`src/rtl/load_store_unit.sv`:
```
// RV32I load/store unit between execute and a word-ported data memory.
// Sub-word stores use read-modify-write; faulting requests never touch memory.
`timescale 1ns/1ps
module load_store_unit #(
  parameter int unsigned MEM_BYTES = 128
) (
  input  logic        clock,
  input  logic        reset,
  input  logic        req_valid,
  output logic        req_ready,
  input  logic        req_write,
  input  logic [2:0]  funct3,
  input  logic [31:0] addr,
  input  logic [31:0] wdata,
  output logic        resp_valid,
  output logic [31:0] rdata,
  output logic        fault,
  output logic [31:0] mem_address,
  output logic [31:0] mem_write_data,
  output logic        mem_write,
  output logic        mem_read,
  input  logic [31:0] mem_read_data
);

  typedef enum logic [2:0] {
    S_IDLE   = 3'd0,
    S_LOAD   = 3'd1,
    S_RMW_RD = 3'd2,
    S_WRITE  = 3'd3,
    S_FAULT  = 3'd4,
    S_RESP   = 3'd5
  } state_e;

  state_e      state_q;
  logic        req_ready_q;
  logic        resp_valid_q;
  logic        fault_q;
  logic        mem_write_q;
  logic        mem_read_q;
  logic [31:0] rdata_q;
  logic [31:0] mem_address_q;
  logic [31:0] mem_write_data_q;
  logic [2:0]  funct3_q;
  logic [1:0]  lane_q;
  logic [15:0] wdata_lo_q;

  logic        accept_d;
  logic [32:0] acc_size_d;
  logic        legal_d;
  logic        misalign_d;
  logic        range_d;
  logic        req_fault_d;

  // Pick the addressed byte/half out of the word and extend it per funct3.
  function automatic logic [31:0] extend_load(input logic [2:0]  f3,
                                              input logic [1:0]  lane,
                                              input logic [31:0] word);
    logic [7:0]  b;
    logic [15:0] h;
    logic [31:0] r;
    case (lane)
      2'b00:   b = word[7:0];
      2'b01:   b = word[15:8];
      2'b10:   b = word[23:16];
      2'b11:   b = word[31:24];
      default: b = 8'h00;
    endcase
    if (lane[1]) begin
      h = word[31:16];
    end else begin
      h = word[15:0];
    end
    case (f3)
      3'b000:  r = {{24{b[7]}}, b};
      3'b001:  r = {{16{h[15]}}, h};
      3'b010:  r = word;
      3'b100:  r = {24'h000000, b};
      3'b101:  r = {16'h0000, h};
      default: r = 32'h0000_0000;
    endcase
    return r;
  endfunction

  // Overlay the new byte/half onto the word read back from memory.
  function automatic logic [31:0] merge_store(input logic [2:0]  f3,
                                              input logic [1:0]  lane,
                                              input logic [31:0] old_word,
                                              input logic [15:0] wd);
    logic [31:0] r;
    r = old_word;
    case (f3)
      3'b000: begin
        case (lane)
          2'b00:   r[7:0]   = wd[7:0];
          2'b01:   r[15:8]  = wd[7:0];
          2'b10:   r[23:16] = wd[7:0];
          2'b11:   r[31:24] = wd[7:0];
          default: r        = old_word;
        endcase
      end
      3'b001: begin
        if (lane[1]) begin
          r[31:16] = wd;
        end else begin
          r[15:0] = wd;
        end
      end
      default: r = old_word;
    endcase
    return r;
  endfunction

  // Request decode: legality, alignment and range are judged on the live inputs.
  always_comb begin
    accept_d = req_valid && req_ready_q;
    case (funct3[1:0])
      2'b00:   acc_size_d = 33'd1;
      2'b01:   acc_size_d = 33'd2;
      default: acc_size_d = 33'd4;
    endcase
    case (funct3[1:0])
      2'b01:   misalign_d = addr[0];
      2'b10:   misalign_d = (addr[1:0] != 2'b00);
      default: misalign_d = 1'b0;
    endcase
    if (req_write) begin
      legal_d = (funct3 == 3'b000) || (funct3 == 3'b001) || (funct3 == 3'b010);
    end else begin
      legal_d = (funct3 == 3'b000) || (funct3 == 3'b001) || (funct3 == 3'b010) ||
                (funct3 == 3'b100) || (funct3 == 3'b101);
    end
    // 33-bit sum so addresses near 2^32 cannot wrap back into range.
    range_d     = (({1'b0, addr} + acc_size_d) > 33'(MEM_BYTES));
    req_fault_d = !legal_d || misalign_d || range_d;
  end

  // Sequencer with all outputs registered.
  always_ff @(posedge clock or negedge reset) begin
    if (!reset) begin
      state_q          <= S_IDLE;
      req_ready_q      <= 1'b1;
      resp_valid_q     <= 1'b0;
      fault_q          <= 1'b0;
      mem_write_q      <= 1'b0;
      mem_read_q       <= 1'b0;
      rdata_q          <= 32'h0000_0000;
      mem_address_q    <= 32'h0000_0000;
      mem_write_data_q <= 32'h0000_0000;
      funct3_q         <= 3'b000;
      lane_q           <= 2'b00;
      wdata_lo_q       <= 16'h0000;
    end else begin
      case (state_q)
        S_IDLE: begin
          resp_valid_q <= 1'b0;
          fault_q      <= 1'b0;
          if (accept_d) begin
            funct3_q      <= funct3;
            lane_q        <= addr[1:0];
            wdata_lo_q    <= wdata[15:0];
            mem_address_q <= {addr[31:2], 2'b00};
            req_ready_q   <= 1'b0;
            if (req_fault_d) begin
              state_q      <= S_FAULT;
              resp_valid_q <= 1'b1;
              fault_q      <= 1'b1;
              rdata_q      <= 32'h0000_0000;
            end else if (!req_write) begin
              state_q    <= S_LOAD;
              mem_read_q <= 1'b1;
            end else if (funct3 == 3'b010) begin
              state_q          <= S_WRITE;
              mem_write_q      <= 1'b1;
              mem_write_data_q <= wdata;
            end else begin
              state_q    <= S_RMW_RD;
              mem_read_q <= 1'b1;
            end
          end else begin
            state_q <= S_IDLE;
          end
        end
        S_LOAD: begin
          mem_read_q   <= 1'b0;
          rdata_q      <= extend_load(funct3_q, lane_q, mem_read_data);
          resp_valid_q <= 1'b1;
          fault_q      <= 1'b0;
          state_q      <= S_RESP;
        end
        S_RMW_RD: begin
          mem_read_q       <= 1'b0;
          mem_write_q      <= 1'b1;
          mem_write_data_q <= merge_store(funct3_q, lane_q, mem_read_data, wdata_lo_q);
          state_q          <= S_WRITE;
        end
        S_WRITE: begin
          mem_write_q  <= 1'b0;
          resp_valid_q <= 1'b1;
          fault_q      <= 1'b0;
          rdata_q      <= 32'h0000_0000;
          state_q      <= S_RESP;
        end
        S_FAULT: begin
          resp_valid_q <= 1'b0;
          fault_q      <= 1'b0;
          req_ready_q  <= 1'b1;
          state_q      <= S_IDLE;
        end
        S_RESP: begin
          resp_valid_q <= 1'b0;
          rdata_q      <= 32'h0000_0000;
          req_ready_q  <= 1'b1;
          state_q      <= S_IDLE;
        end
        default: begin
          state_q      <= S_IDLE;
          req_ready_q  <= 1'b1;
          resp_valid_q <= 1'b0;
          fault_q      <= 1'b0;
          mem_write_q  <= 1'b0;
          mem_read_q   <= 1'b0;
          rdata_q      <= 32'h0000_0000;
        end
      endcase
    end
  end

  assign req_ready      = req_ready_q;
  assign resp_valid     = resp_valid_q;
  assign fault          = fault_q;
  assign rdata          = rdata_q;
  assign mem_address    = mem_address_q;
  assign mem_write_data = mem_write_data_q;
  assign mem_write      = mem_write_q;
  assign mem_read       = mem_read_q;

endmodule

```
`config.mk`:
```
export PLATFORM = sky130hd
export DESIGN_NAME = load_store_unit
export DESIGN_NICKNAME = d
export VERILOG_FILES = /design/src/rtl/load_store_unit.sv
export SDC_FILE = /design/constraint.sdc
export NUM_CORES = 1
export LEC_CHECK = 0
export ABC_AREA = 1
export BUFFER_PORTS_ARGS = -buffer_cell sky130_fd_sc_hd__clkbuf_2
export CORE_MARGIN = 5
export CORE_UTILIZATION = 58
export DETAILED_ROUTE_END_ITERATION = 7
export PLACE_DENSITY = 0.95
export SLEW_MARGIN = 15
export SYNTH_ARGS = -nofsm -noshare
export SYNTH_HDL_FRONTEND = slang
export SYNTH_SLANG_ARGS = --single-unit
```
`constraint.sdc`:
```
create_clock -name clock -period 4 [get_ports clock]
set_input_delay 0.8 -clock clock [delete_from_list [all_inputs] [get_ports clock]]
set_output_delay 0.8 -clock clock [all_outputs]
set_load 0.1 [all_outputs]
```
==> metrics.yaml, run 1 <==
cts:
  cts_tree: "built"
  cts_max_level: 4
  clk_pin_slew_worst_paths_ps: 60
  clock_latency_ps: 430
  cts_sinks: 123
  cts.path.max_buffers: 2
  cts_buffers: 17
  cts-root-buf: "clkbuf_16"
  cts_hold_buf: 0
  post_cts_resized: 0
  cts_setup_buffers: 0
drt:
  wl_mm: 25.2
  route.antenna.remaining_nets: 0
  wl_per_cell_um: 16.8
  vias: 8515
  drc: 0
  vias_per_cell: 5.67
  drtIter0Drc: 906
  drt_first_pass_iters: 6
logic_synthesis:
  yosysTopAreaCellShare_pct: 40.3
  syn_area_per_cell_um2: 6.70
  synth.distinct_cells: 42
  synth_area_leaders: "dfrtp_1, nand2_1, o21ai_0, nor2_1, inv_1"
  netlist_area_mm2: 0.00757
  ys_seq_area_share_pct: 40.7
  ys_ff_latch: 123
  yosys_warnings: 0
  syn-instance-count: 1129
  yosys.area.top_type: "dfrtp_1"
floorplanning:
  die-area_mm2: 0.0154
  fp.dieH_um: 124
  fp-row-count: 41
  die_w_um: 124
  fp.coreArea_mm2: 0.0127
  start_util_pct: 59.5
  ios: 204
worst_setup_path:
  cp-startpoint: "funct3[0]"
  rr_endpoint: "rdata[18]"
  crit_path_end_kind: "flop"
  worstPathRequired_ps: 4310
  critPathLaunchType: "input port"
  crit_arrival_ps: 3700
  ff2ff_setup_slack_ps: 1460
  reg2reg_from: "lane_q[1]"
  path_class: "in2reg"
  endpoint: "mem_write_data[19]"
  r2r_cells: 11
  path_max_fanout: 33
global_route:
  grtUsageTotal_pct: 32.7
  overflow: 0
  grt_max_degree: 80
  grt_antenna_before_repair: 2
  grt_pass1_vias: 8409
  grt_pass1_wl_mm: 41.2
placed_design:
  place_area_mm2: 0.00871
  port_buffers: 201
  gp_congestion: 0.951
  dp_slack_ps: 198
  hpwl_mm: 19.1
layout:
  final_util_pct: 73.5
  drive_gt1_share_pct: 20.2
  area_growth_pct: 23.5
  nFillCells: 1059
  nets: 1428
  final_area_mm2: 0.00935
sta:
  clock.fmax_mhz: 295
  max_slew_margin_pct: 33.3
  drv_slew: 0
  finalHoldViolCount: 0
  setup_violations: 0
  setup_ws_ps: 611
  period_share_pct: 84.7
  rsz0062_at_grt: "false"
  setup_tns_ps: 0
  tightest_slew_ps: 1000
  period_minus_slack_ps: 3390
  finClkSkew_ps: 9.49
pwr:
  p_comb_share_pct: 53.6
  p_sw_w: 0.00446
  pwr_density_cell_mw_per_mm2: 838
  switching_share_pct: 56.9
  peakVddDrop_mv: 0.593
  p_leak_nw: 5.15
  pwr-share-clk_pct: 21.2
  p_int_w: 0.00338
  seq_power_share_pct: 25.2
hold_path:
  hold_path_class: "reg2reg"
status:
  outcome: "finished clean"
run:
  maxCapViolCount: 0
## area by class of cell
class / count / area, um^2 / share of cell area (%)
sequential: 123 / 3080 / 32.9
clock inverter: 15 / 211 / 2.26
tap: 172 / 215 / 2.30
clock buffer: 17 / 425 / 4.55
timing repair buffer: 215 / 1130 / 12.0
inverter: 106 / 398 / 4.26
antenna: 1 / 2.50 / 0.0268
multi-input combinational: 854 / 3890 / 41.6
## synth_stat cells
cell,n
inv_2,2
ha_1,7
nand2_1,416
buf_6,3
xnor2_1,1
o2111ai_1,7
a21oi_1,29
nand3_2,1
nor3_1,1
clkbuf_1,33
a221oi_1,15
fa_1,1
o21bai_1,1
xor2_1,2
o22ai_1,8
clkinv_1,1
a211oi_1,2
inv_1,103
nand3_1,74
dfstp_2,1
a311oi_1,1
o21bai_4,1
nand2_4,2
nand2_2,2
nor2_1,137
buf_1,1
buf_4,8
conb_1,1
nor2_2,6
o21ai_0,117
buf_2,2
nor2_4,2
o211ai_1,3
o21a_1,1
o31ai_1,2
nand3b_1,1
dfrtp_1,122
nor3_4,1
a32oi_1,1
or2_2,1
nand4_1,8
nor3b_1,1
## state kept, by name (all words and copies together), names as in the netlist
signal and flops:
funct3_q 3, wdata_lo_q 16, rdata 32, fault 1
mem_write_data 32, mem_read 1, state_q 3, resp_valid 1
mem_address 30, mem_write 1, req_ready 1, lane_q 2
## how the worst min path moves through the flow
stage	startpoint	end	slack [ps]	cells past startpoint
floorplan	state_q[2]	state_q[0]	470	1
global placement	rdata[29]	rdata[29]	450	2
detailed placement	rdata[26]	rdata[26]	460	2
CTS	rdata[4]	rdata[4]	470	2
global route	rdata[4]	rdata[4]	480	2
finish	rdata[29]	rdata[29]	470	2
## placed cells by master, fill, tap and decap left out, types with 2 or more instances in the layout
cell         n
nand2_1    416
clkbuf_2   200
nor2_1     135
dfrtp_1    122
o21ai_0    117
inv_1      103
nand3_1     74
a21oi_1     29
clkbuf_16   17
a221oi_1    15
buf_4       14
nand4_1      8
o22ai_1      8
o2111ai_1    7
ha_1         7
nor2_2       6
clkinv_4     5
nor2_4       4
bufinv_16    4
inv_6        4
o211ai_1     3
inv_2        2
nand2_2      2
xor2_1       2
nand2_4      2
a211oi_1     2
conb_1       2
## through the flow
stage	hold WS (ps)	power (W)	instances
2_1_floorplan	472	0.00528	1130
3_3_place_gp	453	0.00607	1470
3_5_place_dp	459	0.00615	1470
4_1_cts	473	0.00782	1502
5_1_grt	479	0.00819	1503
6_report	470	0.00784	1503
## routing by layer
metal | track usage (%) | routed length, um | vias up
met5 | 0 | 13 | -
met4 | 17.4 | 1420 | 2
met3 | 8.66 | 2410 | 121
met2 | 54.2 | 12000 | 505
met1 | 38.7 | 9330 | 3876
li1 | - | - | 4011
## power groups by stage
stage	Combinational (W)	Clock [W]	Sequential, W
global route	0.00444	0.00173	0.00203
CTS	0.00419	0.00167	0.00197
floorplan	0.00115	0	0.00413
global placement	0.00410	0	0.00197
finish	0.00420	0.00166	0.00198
detailed placement	0.00417	0	0.00198
## logic make-up (layout without fill, tap and decap cells)
kind of cell,Yosys count,in the layout,synth area share [%]
simple gates,653,653,34.9
compound gates,188,188,14.2
buf+inv,153,353,8.32
flops,123,123,40.7
fa+ha+maj,8,8,1.42
xor+xnor,3,3,0.347
other cells,1,3,0.0496
## critical path: stages
cell,delay (ps)
clkbuf_2,120
inv_1,70
ha_1,220
ha_1,260
fa_1,440
nand3_1,120
nand2_2,90
nand2_1,120
nor2_2,80
nand2_1,60
nand2_1,50
nor2_1,100
nand3_1,130
nor3_4,220
nand3_2,130
nand2_4,210
nand2_4,250
nand2_1,150
nand2_1,60
Note: power is estimated with default switching activity, not from simulation.
==> run 2: changes to the inputs <==
--- a/config.mk
+++ b/config.mk
@@ -8,9 +8,9 @@
 export ABC_AREA = 1
 export BUFFER_PORTS_ARGS = -buffer_cell sky130_fd_sc_hd__clkbuf_2
 export CORE_MARGIN = 5
-export CORE_UTILIZATION = 58
+export CORE_UTILIZATION = 48
 export DETAILED_ROUTE_END_ITERATION = 7
-export PLACE_DENSITY = 0.95
+export PLACE_DENSITY = 0.88
 export SLEW_MARGIN = 15
 export SYNTH_ARGS = -nofsm -noshare
 export SYNTH_HDL_FRONTEND = slang
==> constraint.sdc (replaced) <==
create_clock -name clock -period 2.9 [get_ports clock]
set_input_delay 0.58 -clock clock [delete_from_list [all_inputs] [get_ports clock]]
set_output_delay 0.58 -clock clock [all_outputs]
set_load 0.1 [all_outputs]
==> run 2 against run 1 <==
Against the previous run: clock power grew 28%; final area increased by 2.6%; via count decreased by 1.4%; flip-flop and latch count stayed put; sequential power is 38% higher; clock skew fell by 0.50 ps; critical path depth rose by 1; critical path type unchanged; sequential share of layout area decreased by 0.83 points; largest power group unchanged; critical endpoint is now mem_write_data[0]; highest routed layer unchanged; register-to-register slack worse by 1100 ps; first-iteration DRC count up 0.44%.
==> metrics.yaml, run 2 (synthesis results as in run 1) <==
pwr:
  switching_share_pct: 58.2  # was 56.9%
  peakVddDrop_mv: 1.06  # was 0.593 mV
  pwr_density_cell_mw_per_mm2: 1120  # was 838 mW/mm^2
  p_leak_nw: 5.19  # was 5.15 nW
  p_int_w: 0.00448  # was 0.00338 W
  p_sw_w: 0.00625  # was 0.00446 W
  p_comb_share_pct: 54.7  # was 53.6%
  pwr-share-clk_pct: 19.8  # was 21.2%
  seq_power_share_pct: 25.5  # was 25.2%
worst_setup_path:
  path_buf_inv: 3  # was 2
  worstPathRequired_ps: 3220  # was 4310 ps
  cp_slowest_stage_delay_ps: 410  # was 440 ps
  ff2ff_setup_slack_ps: 410  # was 1460 ps
  path_cells: "clkbuf_2 -> inv_2 -> ha_4 -> ha_4 -> fa_2 -> nand3_2 -> nand2_2 -> buf_4 -> nand2_1 -> nand3_1 -> nor2_1 -> nand2_1 -> nand2_1 -> nand3_1 -> nor2_4 -> nand3_2 -> nand2_8 -> nand2_8 -> nand2_1 -> nand2_1"  # was clkbuf_2 -> inv_1 -> ha_1 -> ha_1 -> fa_1 -> nand3_1 -> nand2_2 -> nand2_1 -> nor2_2 -> nand2_1 -> nand2_1 -> nor2_1 -> nand3_1 -> nor3_4 -> nand3_2 -> nand2_4 -> nand2_4 -> nand2_1 -> nand2_1
  rr_endpoint: "mem_write_data[30]"  # was rdata[18]
  reg2reg_from: "funct3_q[1]"  # was lane_q[1]
  crit_family: "simple AND/OR/NAND/NOR gates"  # unchanged
  path_class: "in2reg"  # unchanged
  crit_path_end_kind: "flop"  # unchanged
  r2r_cells: 8  # was 11
  path_max_fanout: 17  # was 33
  path_depth: 20  # was 19
  cp-startpoint: "funct3[0]"  # unchanged
  crit_arrival_ps: 3090  # was 3700 ps
  cpMaxStageDelayCell: "fa_2"  # was fa_1
  path_common_cell: "nand2_1"  # unchanged
  endpoint: "mem_write_data[0]"  # was mem_write_data[19]
  critPathLaunchType: "input port"  # unchanged
cts:
  cts.path.max_buffers: 2  # unchanged
  cts_setup_buffers: 0  # unchanged
  cts_hold_buf: 0  # unchanged
  cts_max_level: 4  # unchanged
  post_cts_resized: 0  # unchanged
  cts_sinks: 123  # unchanged
  cts_buffers: 17  # unchanged
  cts_tree: "built"  # unchanged
  clk_pin_slew_worst_paths_ps: 60  # about the same
  cts-root-buf: "clkbuf_16"  # unchanged
  clock_latency_ps: 430  # about the same
floorplanning:
  die-area_mm2: 0.0184  # was 0.0154 mm^2
  die_w_um: 136  # was 124 um
  ios: 204  # unchanged
  fp.coreArea_mm2: 0.0157  # was 0.0127 mm^2
  fp.dieH_um: 136  # was 124 um
  start_util_pct: 48.3  # was 59.5%
  fp-row-count: 46  # was 41
placed_design:
  port_buffers: 201  # unchanged
  place_area_mm2: 0.00894  # was 0.00871 mm^2
  hpwl_mm: 20.0  # was 19.1 mm
  gp_congestion: 0.975  # was 0.951
hold_path:
  hold_path_class: "in2async"  # was reg2reg
sta:
  setup_violations: 0  # unchanged
  clock.fmax_mhz: 361
  max_slew_margin_pct: 48.9  # was 33.3%
  period_minus_slack_ps: 2770
  hold_ws_ps: 67.2  # was 470 ps
  finalHoldViolCount: 0  # unchanged
  drv_slew: 0  # unchanged
  rsz0062_at_grt: "true"  # was false
  period_share_pct: 95.5
  finClkSkew_ps: 8.98  # was 9.49 ps
  tightest_slew_ps: 763  # was 1000 ps
layout:
  nets: 1442  # was 1428
  nFillCells: 1451  # was 1059
  seq_area_mm2: 0.00308  # unchanged
  mostFrequentLayoutCells: "nand2_1, clkbuf_2, nor2_1"  # unchanged
  drive_gt1_share_pct: 21.9  # was 20.2%
  area_growth_pct: 26.7  # was 23.5%
  mostFrequentLayoutCell: "nand2_1"  # unchanged
  final_area_mm2: 0.00959  # was 0.00935 mm^2
  multiInputGateArea_mm2: 0.00398  # was 0.00389 mm^2
global_route:
  grtUsageTotal_pct: 28.5  # was 32.7%
  grt_antenna_before_repair: 3  # was 2
  grt_pass1_vias: 8250  # was 8409
  grt_pass1_wl_mm: 41.0  # was 41.2 mm
  grt_max_degree: 51  # was 80
  overflow: 0  # unchanged
drt:
  route.antenna.remaining_nets: 0  # unchanged
  vias_per_cell: 5.38  # was 5.67
  wl_mm: 26.2  # was 25.2 mm
  drc: 0  # unchanged
  drt_first_pass_iters: 6  # unchanged
  drtIter0Drc: 910  # was 906
  wl_per_cell_um: 16.8  # about the same
  vias: 8400  # was 8515
status:
  outcome: "finished clean"  # unchanged
run:
  maxCapViolCount: 0  # unchanged
## run 2: changes by cell type in the layout (fill, tap and decap cells not counted), sizes merged
cell,change
clkbuf,+1
clkinv,-5
buf,+12
inv,+6
nand2,+1
bufinv,-3
clkinvlp,+2
## run 2: routing by layer
metal	global-route usage (%)	vias to the layer above	part of all wire, %	wire length [um]
met5	0	-	0.16	41
met4	13.3	6	4.1	1070
met3	7.28	86	9.9	2590
met2	48.5	474	48	12600
met1	33.8	3800	38	9920
li1	-	4034	-	-
## run 2: through the flow
stage	TNS, ps	worst slack, ps	instances	util (%)	power, W
after floorplan	0	3.18	1130	-	0.00729
after global placement	-13510	-253	1526	57.1	0.00844
after detailed placement	-17590	-351	1526	57.1	0.00853
after CTS	0	81.4	1558	60.8	0.0107
after global routing	-103	-19.4	1560	61.2	0.0112
final	0	130	1561	61.3	0.0107
## run 2: cell type report
cell class                 instances  area share, %
multi-input combinational        855           41.5
sequential                       123           32.1
timing repair buffer             228           13.3
clock buffer                      17           4.44
inverter                         106           4.17
tap                              216           2.82
clock inverter                    15           1.59
antenna                            1         0.0261
## run 2: worst register-to-register path: cells and delay by family, from the launching register on
kind	cells	cell delay (ps)
compound gates	2	870
simple gates	5	610
flops	1	540
buf+inv	1	380
## run 2: how the worst min path moves through the flow
stage,from,depth (start not counted),end,slack [ps]
2_1_floorplan,reset,0,fault,280
3_3_place_gp,rdata[25],2,rdata[25],450
3_5_place_dp,mem_write_data[24],2,mem_write_data[24],460
4_1_cts,reset,1,rdata[27],70
5_1_grt,reset,1,rdata[31],80
6_report,reset,1,rdata[31],70
## run 2: power groups by stage
stage                     Combinational (W)  Sequential (W)  Clock (W)
after detailed placement            0.00579         0.00274          0
final                               0.00587         0.00274    0.00212
after global placement              0.00571         0.00273          0
after global routing                0.00619         0.00281    0.00224
after CTS                           0.00580         0.00272    0.00214
after floorplan                     0.00159         0.00570          0
==> run 3: changes to the inputs <==
--- a/config.mk
+++ b/config.mk
@@ -11,6 +11,7 @@
 export CORE_UTILIZATION = 48
 export DETAILED_ROUTE_END_ITERATION = 7
 export PLACE_DENSITY = 0.88
+export RECOVER_POWER = 50
 export SLEW_MARGIN = 15
 export SYNTH_ARGS = -nofsm -noshare
 export SYNTH_HDL_FRONTEND = slang
==> run 3 against run 2 <==
Against the previous run: maximum frequency is 0.51% lower; sequential power about the same; register-to-register slack about the same; final area decreased by 0.77%; sequential share of layout area rose by 0.25 points; non-clock buffer count unchanged; clock power hardly changed; clock skew barely moved; global-route usage unchanged; wire length hardly changed; setup slack lost 14 ps; largest power group unchanged.
==> metrics.yaml, run 3 (synthesis results as in run 1) <==
layout:
  final_area_mm2: 0.00952  # was 0.00959 mm^2
  drive_gt1_share_pct: 18.9  # was 21.9%
  mostFrequentLayoutCell: "nand2_1"  # unchanged
  area_growth_pct: 25.8  # was 26.7%
  mostFrequentLayoutCells: "nand2_1, clkbuf_2, nor2_1"  # unchanged
  nets: 1442  # unchanged
  nFillCells: 1471  # was 1451
  final_util_pct: 60.8  # was 61.3%
floorplanning:
  fp-row-count: 46  # unchanged
  ios: 204  # unchanged
  die_w_um: 136  # unchanged
  fp.coreArea_mm2: 0.0157  # unchanged
  fp.dieH_um: 136  # unchanged
  die-area_mm2: 0.0184  # unchanged
  start_util_pct: 48.3  # unchanged
pwr:
  power.total_w: 0.0107  # about the same
  p_leak_nw: 5.05  # was 5.19 nW
  peakVddDrop_mv: 1.06  # about the same
  pwr_density_cell_mw_per_mm2: 1120  # about the same
global_route:
  grt_max_degree: 51  # unchanged
  overflow: 0  # unchanged
  grt_pass1_wl_mm: 41.0  # unchanged
  grt_antenna_before_repair: 3  # unchanged
  grtUsageTotal_pct: 28.5  # unchanged
  grt_pass1_vias: 8250  # unchanged
cts:
  clock_latency_ps: 430  # about the same
  cts_max_level: 4  # unchanged
  cts_hold_buf: 0  # unchanged
  clk_pin_slew_worst_paths_ps: 60  # about the same
  cts.path.max_buffers: 2  # unchanged
  cts_sinks: 123  # unchanged
  cts_tree: "built"  # unchanged
  cts_buffers: 17  # unchanged
  cts-root-buf: "clkbuf_16"  # unchanged
drt:
  drtIter0Drc: 885  # was 910
  top_layer_used: "met5"  # unchanged
  wl_met2_mm: 12.5  # was 12.6 mm
  wl_per_cell_um: 16.8  # about the same
  route.antenna.remaining_nets: 0  # unchanged
  drt_first_pass_iters: 6  # unchanged
  wl_met3_mm: 2.36  # was 2.59 mm
  wl_mm: 26.2  # about the same
  drc: 0  # unchanged
  met1_length_mm: 10.1  # was 9.92 mm
  vias_per_cell: 5.38  # about the same
  vias: 8404  # was 8400
placed_design:
  place_area_mm2: 0.00894  # unchanged
  hpwl_mm: 20.0  # unchanged
  dp_slack_ps: -351  # unchanged
  port_buffers: 201  # unchanged
  gp_congestion: 0.975  # unchanged
worst_setup_path:
  crit_family: "simple AND/OR/NAND/NOR gates"  # unchanged
  path_common_cell: "nand2_1"  # unchanged
  critPathLaunchType: "input port"  # unchanged
  cp_slowest_stage_delay_ps: 410  # about the same
  worstPathRequired_ps: 3220  # about the same
  crit_path_end_kind: "flop"  # unchanged
  crit_arrival_ps: 3100  # was 3090 ps
  cpMaxStageDelayCell: "fa_2"  # unchanged
  path_cells: "clkbuf_2 -> inv_2 -> ha_4 -> ha_4 -> fa_2 -> nand3_2 -> nand2_2 -> buf_4 -> nand2_1 -> nand3_1 -> nor2_1 -> nand2_1 -> nand2_1 -> nand3_1 -> nor2_4 -> nand3_2 -> nand2_8 -> nand2_8 -> nand2_1 -> nand2_1"  # unchanged
  path_max_fanout: 17  # unchanged
  path_class: "in2reg"  # unchanged
  path_buf_inv: 3  # unchanged
sta:
  finClkSkew_ps: 8.76  # was 8.98 ps
  setup_tns_ps: 0  # unchanged
  finalHoldViolCount: 0  # unchanged
  clock.fmax_mhz: 359  # was 361 MHz
  drv_slew: 0  # unchanged
  setup_ws_ps: 116  # was 130 ps
  tightest_slew_ps: 1490  # was 763 ps
  rsz0062_at_grt: "true"  # unchanged
  period_share_pct: 96.0  # was 95.5%
  period_minus_slack_ps: 2780  # was 2770 ps
  setup_violations: 0  # unchanged
  max_slew_margin_pct: 0.930  # was 48.9%
status:
  outcome: "finished clean"  # unchanged
run:
  maxCapViolCount: 0  # unchanged
hold_path:
  hold_path_class: "in2reg"  # was in2async
## run 3: changes by cell type in the layout (fill, tap and decap cells not counted), sizes merged
| cell | delta |
|---|---|
| buf | -4 |
| clkbuf | +4 |
## run 3: worst paths after layout
check	start	to	slack, ps	depth (start not counted)
max	funct3[0]	mem_write_data[0]	120	20
min	wdata[10]	wdata_lo_q[10]	390	3
max reg2reg	funct3_q[1]	mem_write_data[30]	420	8
min reg2reg	rdata[25]	rdata[25]	470	2
max in group asynchronous	reset	mem_address[16]	530	2
min in group asynchronous	reset	rdata[23]	500	1
## run 3: cell type report
type	instances	area, um^2	share of cell area, %
Tap cell	216	270	2.84
Timing Repair Buffer	228	1200	12.7
Clock inverter	15	153	1.60
Inverter	106	400	4.21
Sequential cell	123	3080	32.4
Multi-Input combinational cell	855	3980	41.8
Antenna cell	1	2.50	0.0263
Clock buffer	17	425	4.47
## run 3: worst min-delay path, cell delays in order
cell	delay, ps
clkbuf_2	100
nand2_1	50
o21ai_0	60
## run 3: metrics by stage
| step | cells | hold slack (ps) |
|---|---|---|
| after floorplan | 1130 | 284 |
| after global placement | 1526 | 454 |
| after detailed placement | 1526 | 459 |
| after CTS | 1558 | 69.1 |
| after global routing | 1560 | 388 |
| final | 1561 | 390 |
## run 3: repair_timing
action / in CTS / in global routing
setup buffers: 0 / 0
endpoints found under the setup margin: 0 / 35
gates resized for setup: 0 / 7
## run 3: where the power goes
| part | internal [W] | switching [W] |
|---|---|---|
| clock network | 0.00121 | 0.000907 |
| logic | 0.000933 | 0.00490 |
| registers | 0.00229 | 0.000442 |
| total | 0.00444 | 0.00624 |
## run 3: routing by layer
metal  global-route usage [%]  vias to the layer above
met5                        0                        -
met1                     33.8                     3842
li1                         -                     4036
met4                     13.3                        6
met2                     48.5                      432
met3                     7.28                       88
